File: config.mk
export PLATFORM = sky130hd
export DESIGN_NAME = elastic_fifo_buffer
export DESIGN_NICKNAME = d
export VERILOG_FILES = /design/src/rtl/elastic_fifo_buffer_pkg.sv /design/src/rtl/elastic_ring_store.sv /design/src/rtl/elastic_fifo_buffer.sv
export SDC_FILE = /design/constraint.sdc
export NUM_CORES = 1
export LEC_CHECK = 0
export BUFFER_PORTS_ARGS = -buffer_cell sky130_fd_sc_hd__buf_2
export CAP_MARGIN = 15
export CORE_AREA = 2 2 145 76
export CTS_CLUSTER_DIAMETER = 120
export DETAILED_ROUTE_END_ITERATION = 6
export DIE_AREA = 0 0 147 78
export PLACE_DENSITY = 0.78
export SYNTH_ARGS = -nofsm -noshare
export SYNTH_HDL_FRONTEND = slang
export SYNTH_SLANG_ARGS = --single-unit
File: constraint.sdc
create_clock -name clk -period 7.5 [get_ports clk]
set_input_delay 1.5 -clock clk [delete_from_list [all_inputs] [get_ports clk]]
set_output_delay 1.5 -clock clk [all_outputs]
set_load 0.01 [all_outputs]
File: src/rtl/elastic_fifo_buffer_pkg.sv
// rtl/elastic_fifo_buffer_pkg.sv - shared types and pointer helper for the elastic FIFO buffer
package elastic_fifo_buffer_pkg;

    // Source that the output register loads from on a given cycle.
    typedef enum logic [1:0] {
        OUT_HOLD      = 2'd0,
        OUT_FROM_RING = 2'd1,
        OUT_BYPASS    = 2'd2,
        OUT_EMPTY     = 2'd3
    } out_sel_e;

    // Ring pointers wrap by compare so that non-power-of-2 depths work.
    function automatic int unsigned ptr_wrap_inc(input int unsigned ptr, input int unsigned last);
        return (ptr == last) ? 32'd0 : ptr + 32'd1;
    endfunction

endpackage

File: src/rtl/elastic_ring_store.sv
// rtl/elastic_ring_store.sv - register-array ring with wrapping pointers, push/pop/clear
module elastic_ring_store
    import elastic_fifo_buffer_pkg::*;
#(
    parameter int DATA_WIDTH = 32,
    parameter int RING_DEPTH = 3
) (
    input  logic                  clk,
    input  logic                  rstn,
    input  logic                  i_clear,
    input  logic                  i_push,
    input  logic [DATA_WIDTH-1:0] i_push_data,
    input  logic                  i_pop,
    output logic [DATA_WIDTH-1:0] o_head_data,
    output logic                  o_empty
);

    localparam int PTR_W  = (RING_DEPTH > 1) ? $clog2(RING_DEPTH) : 1;
    localparam int USED_W = $clog2(RING_DEPTH + 1);

    logic [DATA_WIDTH-1:0] r_mem [RING_DEPTH];
    logic [PTR_W-1:0]      r_wr_ptr;
    logic [PTR_W-1:0]      r_rd_ptr;
    logic [USED_W-1:0]     r_used;

    always_ff @(posedge clk or negedge rstn) begin
        if (!rstn) begin
            r_wr_ptr <= '0;
            r_rd_ptr <= '0;
            r_used   <= '0;
        end else if (i_clear) begin
            r_wr_ptr <= '0;
            r_rd_ptr <= '0;
            r_used   <= '0;
        end else begin
            if (i_push)
                r_wr_ptr <= PTR_W'(ptr_wrap_inc(32'(r_wr_ptr), 32'(RING_DEPTH - 1)));
            if (i_pop)
                r_rd_ptr <= PTR_W'(ptr_wrap_inc(32'(r_rd_ptr), 32'(RING_DEPTH - 1)));
            r_used <= r_used + USED_W'(i_push) - USED_W'(i_pop);
        end
    end

    // Storage carries no reset; stale contents are never observable past the pointers.
    always_ff @(posedge clk) begin
        if (i_push && !i_clear)
            r_mem[r_wr_ptr] <= i_push_data;
    end

    assign o_head_data = r_mem[r_rd_ptr];
    assign o_empty     = (r_used == '0);

endmodule

File: src/rtl/elastic_fifo_buffer.sv
// rtl/elastic_fifo_buffer.sv - DEPTH-entry elastic buffer with registered output, s_ready and flags
module elastic_fifo_buffer
    import elastic_fifo_buffer_pkg::*;
#(
    parameter int DATA_WIDTH = 32,
    parameter int DEPTH      = 4,
    parameter int AF_THRESH  = DEPTH - 1,
    localparam int CNT_W     = $clog2(DEPTH + 1)
) (
    input  logic                  clk,
    input  logic                  rstn,
    input  logic                  flush,
    input  logic                  s_valid,
    output logic                  s_ready,
    input  logic [DATA_WIDTH-1:0] s_data,
    output logic                  m_valid,
    input  logic                  m_ready,
    output logic [DATA_WIDTH-1:0] m_data,
    output logic [CNT_W-1:0]      count,
    output logic                  almost_full
);

    logic [CNT_W-1:0]      r_count;
    logic                  r_m_valid;
    logic [DATA_WIDTH-1:0] r_m_data;
    logic                  r_s_ready;
    logic                  r_almost_full;

    logic                  w_accept;
    logic                  w_pop;
    logic                  w_ring_empty;
    logic [DATA_WIDTH-1:0] w_ring_head;
    logic                  w_ring_push;
    logic                  w_ring_pop;
    logic [CNT_W-1:0]      w_count_next;
    out_sel_e              w_out_sel;

    assign w_accept     = s_valid && r_s_ready;
    assign w_pop        = r_m_valid && m_ready;
    assign w_count_next = r_count + CNT_W'(w_accept) - CNT_W'(w_pop);

    // Bypass only while the ring is empty, otherwise FIFO order would break.
    always_comb begin
        w_out_sel = OUT_HOLD;
        if (w_pop) begin
            if (!w_ring_empty)
                w_out_sel = OUT_FROM_RING;
            else if (w_accept)
                w_out_sel = OUT_BYPASS;
            else
                w_out_sel = OUT_EMPTY;
        end else if (!r_m_valid && w_accept) begin
            w_out_sel = OUT_BYPASS;
        end
    end

    assign w_ring_pop  = (w_out_sel == OUT_FROM_RING);
    assign w_ring_push = w_accept && (w_out_sel != OUT_BYPASS);

    elastic_ring_store #(
        .DATA_WIDTH (DATA_WIDTH),
        .RING_DEPTH (DEPTH - 1)
    ) u_ring (
        .clk         (clk),
        .rstn        (rstn),
        .i_clear     (flush),
        .i_push      (w_ring_push),
        .i_push_data (s_data),
        .i_pop       (w_ring_pop),
        .o_head_data (w_ring_head),
        .o_empty     (w_ring_empty)
    );

    // Flags come from the next count so they are plain flops at the ports.
    always_ff @(posedge clk or negedge rstn) begin
        if (!rstn) begin
            r_count       <= '0;
            r_m_valid     <= 1'b0;
            r_m_data      <= '0;
            r_s_ready     <= 1'b1;
            r_almost_full <= 1'b0;
        end else if (flush) begin
            r_count       <= '0;
            r_m_valid     <= 1'b0;
            r_s_ready     <= 1'b1;
            r_almost_full <= 1'b0;
        end else begin
            r_count       <= w_count_next;
            r_s_ready     <= (w_count_next != CNT_W'(DEPTH));
            r_almost_full <= (w_count_next >= CNT_W'(AF_THRESH));
            case (w_out_sel)
                OUT_FROM_RING: begin
                    r_m_valid <= 1'b1;
                    r_m_data  <= w_ring_head;
                end
                OUT_BYPASS: begin
                    r_m_valid <= 1'b1;
                    r_m_data  <= s_data;
                end
                OUT_EMPTY: r_m_valid <= 1'b0;
                default: ;
            endcase
        end
    end

    assign s_ready     = r_s_ready;
    assign m_valid     = r_m_valid;
    assign m_data      = r_m_data;
    assign count       = r_count;
    assign almost_full = r_almost_full;

endmodule

[Word level (Yosys, flattened, before mapping)]
Memory sizes are Yosys's and may differ from the RTL's.
Index checks and enable logic that the tools add are counted.
Cells by class
  add/sub/neg operators: 6
  multiply operators: 0
  div/mod/pow operators: 0
  order comparisons: 1
  eq/ne operators: 7
  shifts and indexed selects: 0
  multiplexer cells: 19
  bitwise logic cells: 1
  reductions and logical operators: 14
Operators by type and width (number)
  $pmux W32 S2: 1
  $mux W2: 10
  $eq A2 B2 Y1 const B: 4
  $mux W1: 6
  $reduce_bool A2 Y1: 3
  $logic_and A1 B1 Y1: 5
  $add A2 B1 Y2 const B: 2
  $add A3 B1 Y3: 1
  $ge A3 B2 Y1 const B: 1
  $mux W3: 1
  $ne A3 B3 Y1 const B: 1
  $reduce_bool A3 Y1: 1
  $sub A3 B1 Y3: 1
  $add A2 B1 Y2: 1
  $eq A2 B1 Y1 const B: 1
  $logic_not A1 Y1: 2
  $logic_not A2 Y1: 1
  $ne A2 B2 Y1 const B: 1
  $pmux W1 S2: 1
  $reduce_and A2 Y1: 1
  $reduce_or A2 Y1: 1
  $sub A2 B1 Y2: 1
  $not A1 Y1: 1
Word-level totals
  register bits: 44
  latch bits: 0
  bits in writable memories: 96
  bits in read-only memories: 0
  bits of input ports: 37
  memories kept: 1
Memory list
  u_ring.r_mem: depth 3, bits a word 32, read ports 1, clocked after Yosys merged registers in 0, wr ports 1, RTL line elastic_ring_store.sv:21  | logic [DATA_WIDTH-1:0] r_mem [RING_DEPTH];

[Depth between registers and ports, before layout]
Gate-level depths: netlist of run 1.
  depth after elaboration: 9
  depth in mapped cells: 12
  mapped depth without buffers: 11

[By module]
Synthesis of run 1 repeated with hierarchy kept, for this count alone.
Unflattened totals
  cell total of the unflattened synthesis: 408
  area total of the unflattened synthesis: 5745.5 um^2
By module, submodules not included
  elastic_ring_store: instances 1, cells each 233, area an instance 3883.7 um^2
  elastic_fifo_buffer: instances 1, cells each 175, area an instance 1861.8 um^2

[Worst setup path before layout of run 1]
Ideal clock, no wire load.
  kind: in2reg
  start point: in s_valid
  end point: mem u_ring.r_mem[2][0], enable pin
  setup time: 0.513 ns
  arrival time: 5.647 ns
  setup slack: 1.340 ns
  stages on the path: 7
  cell sequence: nand2_1 nor3_1 nand2b_1 ha_1 buf_6 nand3b_4 nor4b_1
On the way
  word-level cells in the longest chain between the ends: 9
  elaborated cells on any way between the ends: 11
  those cells by class: eq/ne: 1; mux: 6; reduce/logical: 4
RTL lines
  start, declared: RTL line elastic_fifo_buffer.sv:13  | input logic s_valid,
  $logic_and A1 B1 Y1 *: RTL line elastic_fifo_buffer.sv:38  | assign w_accept = s_valid && r_s_ready;
  $mux W1 / $logic_and A1 B1 Y1 (equally long branches): RTL line elastic_fifo_buffer.sv:48, elastic_fifo_buffer.sv:52
  $mux W2, on equally long branches: RTL line elastic_fifo_buffer.sv:46, elastic_fifo_buffer.sv:52
  $mux W2: RTL line elastic_fifo_buffer.sv:45  | if (w_pop) begin
  $ne A2 B2 Y1: RTL line elastic_fifo_buffer.sv:58  | assign w_ring_push = w_accept && (w_out_sel != OUT_BYPASS);
  $logic_and A1 B1 Y1 *: RTL line elastic_fifo_buffer.sv:58
  $logic_and A1 B1 Y1 *: RTL line elastic_ring_store.sv:46  | if (i_push && !i_clear)
  $mux W1 *: RTL line elastic_ring_store.sv:46
  $mux W1 (implied by the code) *: RTL line elastic_ring_store.sv:47  | r_mem[r_wr_ptr] <= i_push_data;
  end, declared: RTL line elastic_ring_store.sv:21
Every way passes the cells marked *; elsewhere a longest branch is shown, timed or not.

[Worst setup path in the final report of run 1]
  start point: in s_valid
  end point: mem u_ring.r_mem[2][28], enable pin
Same word-level chain as after synthesis.

==> metrics.txt, run 1 <==
logic gate share of total power=between 20 and 30%; drc violations=0; Psw=0.816 mW; critical path's top delay family=simple AND/OR/NAND/NOR gates; 1st-iter DRT viols=238; Pwr Density=374 nW/um^2; Yosys cell types=35; clk_lat worst skew=about 0.41 ns; Synth area leader=edfxtp_1; DPL Wire Length=6390 um; CTS Buffer Depth=2; P&R area growth vs syn=16.8%; largest net degree at the start of global routing=65; Hold Startpoint=m_data[30]$_DFFE_PN0P_; final wirelength=11300 um; CP Max Fanout=34; vias in the first global route=3627; Synth top area share=48.1%; Slew Limit Headroom=between 20% and 30%; Synth top cells by count=96 x edfxtp_1, 43 x dfrtp_1, 39 x nor2_1; CP cell instances=buf_2 > nand2_1 > nor3_1 > nand2b_1 > ha_2 > nand3b_4 > nor4b_2 > buf_4; CP Capture Type=flop; ANT cells=0; Crit path depth=8; Die X=147 um; CTS H-tree lvls=4; Min-Delay Path Depth=2; worst reg2reg path endpoint=u_ring.r_mem[2][28]$_DFFE_PP_; CTS tree=built; Post-Syn Area=5990 um^2; Syn Inst Count=408; Initial Utilization=59.4%; Switching Share=31.1%; Routed Antenna Nets=0; internal power=1.80 mW; Seq cells post-synth=140; syn_nets=453; Worst Reg2Reg Path Length in Cells=7; reg2reg start=s_ready$_DFF_PN1_; Final Util=a little over two thirds; Synth Area in Compound Gates=10.3%; # setup viols final=0; root buf cell=clkbuf_16; Routability Congestion=0.730; Final TNS setup=0 ns; Reg power frac=41.6%; combinational family with the most area after synthesis=compound AO/OA/AOI/OAI gates; antenna violations before repair=0; Post-Layout Inst Area=between 7000 and 8000 um^2; sequential share of the synthesized area=66.5%; Post-Place Cell Area=6440 um^2; flop2flop setup slack=4.44 ns; Setup Fix Bufs, Post-CTS=0; ys flop type=edfxtp_1; drt wl/cell=between 15 and 20 um; global-route wire length before repair=18200 um; critical path class=in2reg; via-per-instance ratio=5.54; max_cap viols=0; CP bufs+invs=2; Setup crit start=s_valid; Post-layout nets=around 530; number of synthesized flops with an enable pin=96; clk_skew=0.00540 ns; layout cells sized above 1=34.1%; peak supply drop=between 200 and 250 uV; fraction of registers with async set/reset=roughly a third; Post-Synth Simple-Gate Area=9.94%; Ys Warns=0; Max Slew Vio Count=0; count leader, synth=edfxtp_1; IO Port Bufs=74; top post-synthesis cells by area=edfxtp_1 48%, dfrtp_1 18%, mux2_4 6.8%, o211ai_2 5.6%, nand2b_1 3.4%; CTS buffer count=17; clk slew on worst S/H paths=0.06 ns; FILL cells=685; Worst EP required=7.57 ns; Setup crit start kind=input port; # resized after CTS=0; number of cell rows=26; Tmin final=3.89 ns; die area=approximately 11000 um^2; fin cells=approximately 630; drt pass-1 iters=4; Crit-path slowest cell=nor4b_2; height of the die=78 um; Post-Synth XOR/XNOR Area=0.668%; GRT Resource Usage Total=21.2%; Avg Inst Size Synth=about 15 um^2; Post-Synth Adder-Cell Area=roughly 1.8%; CP peak stage delay=between 0.7 and 0.8 ns; clock power share=29.6%; post-synthesis mux area share=7.70%; Hold Slack=0.542 ns; I/O Pins=75; Core Area=between 10000 and 15000 um^2; hold buffers post-CTS=0; Min-Delay Path Class=reg2reg; pin slew with the least headroom to its limit=1.07 ns; Tcrit/Tclk final=about half; clk sink count=140; DR vias=3504; Fmax=257 MHz; status=finished, final reports clean; post-placement cell count=600; RSZ-0062 raised after global routing=false; final hold vios=0; GRT overflow=0; WP data arrival=a little under 4 ns; worst hold endpoint=m_data[30]$_DFFE_PN0P_; Static Leak=2.64 nW
-- tightest hold or removal path, cell delays in order (launching register included) --
cell and delay, ns:
dfrtp_1 0.34, nor2_1 0.04, a31oi_1 0.12
-- state kept, by name, summed over array words and instances (netlist names) --
register / count
count: 3
u_ring.r_wr_ptr: 2
s_ready: 1
u_ring.r_used: 2
u_ring.r_rd_ptr: 2
almost_full: 1
m_valid: 1
u_ring.r_mem: 96
m_data: 32
-- cells in the final DEF (no fill, tap or decap), types with 2 or more instances in the layout --
cell        n
clkinv_2    3
inv_1       6
bufinv_16   2
ha_1        6
nor2_1     38
buf_2      74
nand2b_1   33
nor3_1      2
clkbuf_1    4
a31oi_1    32
o211ai_1    5
mux2_4     27
buf_4       4
clkbuf_16  17
mux2_1      5
clkinv_1    5
a21oi_1     3
dfrtp_1    41
edfxtp_1   96
o211ai_2   27
dfrtp_2     2
nand3b_1    2
nand2_1    37
nor2b_1     2
-- per-stage QoR --
stage / worst slack [ns] / power, mW
3_3_place_gp: 3.22 / 1.83
4_1_cts: 3.56 / 2.64
5_1_grt: 3.39 / 2.77
3_5_place_dp: 3.17 / 1.86
6_report: 3.61 / 2.62
2_1_floorplan: 1.34 / 1.63
-- cell type report --
type / count / area, um^2 / area share, %
clock buffer: 21 / 440 / 6.29
clock inverter: 11 / 101 / 1.45
inverter: 7 / 26.3 / 0.375
multi-input combinational: 235 / 1850 / 26.4
sequential: 140 / 3990 / 57.0
tap: 140 / 175 / 2.50
timing repair buffer: 79 / 420 / 6.00
-- cells by family after synthesis --
family	count (synthesis)
compound gates	70
xor+xnor	3
fa+ha+maj	8
buf+inv	33
flops	140
mux	32
simple gates	122
-- power by group through the flow --
stage / Sequential (mW) / Combinational, mW / Clock, mW
6_report: 1.09 / 0.754 / 0.775
2_1_floorplan: 1.13 / 0.501 / 0
3_5_place_dp: 1.10 / 0.752 / 0
3_3_place_gp: 1.10 / 0.736 / 0
4_1_cts: 1.09 / 0.762 / 0.783
5_1_grt: 1.11 / 0.841 / 0.815
-- metal layers --
metal | vias up | global-route usage, % | routed length, um
li1 | 1647 | - | -
met1 | 1744 | 26.1 | 4940
met2 | 101 | 35.4 | 5570
met3 | 12 | 7.35 | 663
met4 | 0 | 7.31 | 121
met5 | - | 0 | 0
-- how the worst max path moves through the flow --
stage                                     to  slack, ns
3_3_place_gp   u_ring.r_mem[1][29]$_DFFE_PP_       3.22
3_5_place_dp   u_ring.r_mem[2][29]$_DFFE_PP_       3.17
6_report       u_ring.r_mem[2][28]$_DFFE_PP_       3.61
4_1_cts        u_ring.r_mem[2][25]$_DFFE_PP_       3.56
2_1_floorplan   u_ring.r_mem[2][0]$_DFFE_PP_       1.34
5_1_grt        u_ring.r_mem[2][20]$_DFFE_PP_       3.39
No activity file was read; power rests on OpenSTA's default activity.
==> inputs of run 2 (changes only) <==
- CORE_AREA: 2 2 145 76 -> 2 2 147 77
- DIE_AREA: 0 0 147 78 -> 0 0 149 79
- PLACE_DENSITY: 0.78 -> 0.76
- clock period: 7.5 -> 3.7 ns (I/O delays scaled with it)
==> run 2 against run 1 <==
Global-route usage is 0.39 points higher. Register-to-register slack got worse by 3.3 ns. Design area grew 2.6%. Clock power grew to 2.5 times the previous value. Utilization fell by 1.7 points. Die area is 2.7% higher. Largest power group unchanged. Critical path type is now reg2reg. Highest routed layer is now met5. Final cell count rose by 1.4%. Via count down 0.88%. Sequential share of layout area fell by 1.5 points. First-iteration DRC count is 9.2% lower.
==> metrics.txt, run 2 (synthesis gave the netlist of run 1 again) <==
commonest non-fill, non-tap cells in the layout=96 x edfxtp_1, 74 x buf_2, 41 x dfrtp_1 (unchanged); critical path class=reg2reg (was in2reg); Die X=149 um (was 147 um); I/O Pins=75 (unchanged); vias in the first global route=3523 (was 3627); Max Slew Vio Count=0 (unchanged); logic gate share of total power=27.0% (was 28.8%); P&R area growth vs syn=19.9% (was 16.8%); CTS Buffer Depth=2 (unchanged); CTS buffer count=17 (unchanged); 1st-iter DRT viols=216 (was 238); layout cells sized above 1=35.9% (was 34.1%); Fmax=387 MHz; Final Util=67.8% (was 69.4%); CP peak stage delay=0.56 ns (was 0.74 ns); status=finished, final reports clean (unchanged); max_cap viols=0 (unchanged); height of the die=79 um (was 78 um); drt wl/cell=18.5 um (was 17.9 um); Psw=1.72 mW (was 0.816 mW); CTS H-tree lvls=4 (unchanged); number of cell rows=27 (was 26); fin cells=642 (was 633); post-placement cell count=608 (was 600); Setup crit start kind=flop (was input port); Pwr Density=792 nW/um^2 (was 374 nW/um^2); FILL cells=763 (was 685); Tcrit/Tclk final=69.9%; CP Max Fanout=33 (was 34); Min-Delay Path Class=in2async (was reg2reg); Routed Antenna Nets=0 (unchanged); CP bufs+invs=2 (unchanged); Worst Reg2Reg Path Length in Cells=7 (unchanged); CP Capture Type=flop (unchanged); drt pass-1 iters=5 (was 4); DR vias=3473 (was 3504); area of the multi-input gates=1870 um^2 (was 1850 um^2); flop2flop setup slack=1.11 ns (was 4.44 ns); clk sink count=140 (unchanged); critical path's top delay family=buffers and inverters (was simple AND/OR/NAND/NOR gates); max FFs per register=96 (unchanged); internal power=3.97 mW (was 1.80 mW); commonest non-fill, non-tap cell in the layout=edfxtp_1 (unchanged); GRT overflow=0 (unchanged); clock power share=34.1% (was 29.6%); Slew Limit Headroom=26.7% (was 28.5%); Initial Utilization=56.5% (was 59.4%); # resized after CTS=0 (unchanged); clk_lat worst skew=0.42 ns (was 0.41 ns); CP cell instances=nand2_1 > o32ai_1 > ha_2 > buf_4 > inv_2 > o211ai_1 > a31oi_1 (was buf_2 > nand2_1 > nor3_1 > nand2b_1 > ha_2 > nand3b_4 > nor4b_2 > buf_4); clk_skew=0.0114 ns (was 0.00540 ns); Post-layout nets=528 (was 525); Reg area=3990 um^2 (unchanged); clk slew on worst S/H paths=0.06 ns (about the same); Switching Share=30.3% (was 31.1%); largest net degree at the start of global routing=65 (unchanged); final hold vios=0 (unchanged); pin slew with the least headroom to its limit=1.10 ns (was 1.07 ns); drc violations=0 (unchanged); CTS tree=built (unchanged); antenna violations before repair=1 (was 0); Biggest register=u_ring.r_mem (unchanged); GRT Resource Usage Total=21.6% (was 21.2%); WP data arrival=2.84 ns (was 3.96 ns); worst reg2reg path endpoint=m_data[14]$_DFFE_PN0P_ (was u_ring.r_mem[2][28]$_DFFE_PP_); IO Port Bufs=74 (unchanged); RSZ-0062 raised after global routing=false (unchanged); hold buffers post-CTS=0 (unchanged); peak supply drop=352 uV (was 223 uV); die area=11800 um^2 (was 11500 um^2); Worst EP required=3.95 ns (was 7.57 ns); Setup Fix Bufs, Post-CTS=0 (unchanged); reg2reg start=s_ready$_DFF_PN1_ (unchanged); Crit-path slowest cell=dfstp_2 (was nor4b_2); root buf cell=clkbuf_16 (unchanged); Static Leak=2.73 nW (was 2.64 nW); Routability Congestion=0.713 (was 0.730); via-per-instance ratio=5.41 (was 5.54); Core Area=10600 um^2 (was 10100 um^2); final wirelength=11900 um (was 11300 um); DPL Wire Length=6940 um (was 6390 um); Reg power frac=38.9% (was 41.6%); Tmin final=2.59 ns; global-route wire length before repair=18700 um (was 18200 um); # setup viols final=0 (unchanged); Tot Pwr=5.70 mW (was 2.62 mW)
run 2: cell count changes in the layout (fill, tap and decap cells not counted), sizes merged:
| cell | before | now |
|---|---|---|
| buf | 79 | 82 |
| bufinv | 2 | 6 |
| clkbuf | 21 | 18 |
| clkinv | 8 | 4 |
| diode | 0 | 1 |
| inv | 7 | 10 |
run 2: layout make-up:
type	count	share of cell area, %
clock inverters	14	3.33
multi-input cells	235	26.0
well taps	145	2.52
repair buffers	82	6.16
flip-flops and latches	140	55.5
inverters	7	0.366
diodes	1	0.0348
clock buffers	18	6.11
run 2: power by group through the flow:
| stage | logic, mW | clock network (mW) | registers (mW) |
|---|---|---|---|
| global placement | 1.50 | 0 | 2.23 |
| detailed placement | 1.55 | 0 | 2.25 |
| floorplan | 1.03 | 0 | 2.28 |
| CTS | 1.55 | 1.97 | 2.22 |
| global route | 1.69 | 2.04 | 2.26 |
| finish | 1.54 | 1.94 | 2.22 |
run 2: routing by layer:
metal  GRT usage [%]  vias to the layer above  share of wire (%)
met3            6.15                       11                6.0
met1            28.3                     1717                 46
li1                -                     1648                  -
met4            7.43                        2               0.71
met5               0                        -               0.11
met2            35.0                       95                 47
run 2: through the flow:
stage / hold slack (ns) / setup TNS (ns) / instance area, um^2 / setup WS (ns)
global route: 0.192 / 0 / 7180 / 0.922
global placement: 0.534 / 0 / 6490 / 0.837
floorplan: 0.444 / -0.571 / 6020 / -0.0178
finish: 0.187 / 0 / 7190 / 1.11
detailed placement: 0.540 / 0 / 6490 / 0.681
CTS: 0.532 / 0 / 7160 / 1.10
run 2: worst max path at each step:
stage,from,endpoint,cells after the start
CTS,s_ready$_DFF_PN1_,m_data[14]$_DFFE_PN0P_,7
global placement,m_ready,m_data[15]$_DFFE_PN0P_,8
global route,m_valid$_DFFE_PN0P_,m_data[14]$_DFFE_PN0P_,7
detailed placement,m_ready,m_data[14]$_DFFE_PN0P_,8
floorplan,s_valid,u_ring.r_mem[1][0]$_DFFE_PP_,8
finish,s_ready$_DFF_PN1_,m_data[14]$_DFFE_PN0P_,7
run 2: worst reg2reg max path: stages (launching register included):
cell	delay, ns
dfstp_2	0.56
nand2_1	0.10
o32ai_1	0.25
ha_2	0.29
buf_4	0.38
inv_2	0.49
o211ai_1	0.25
a31oi_1	0.11
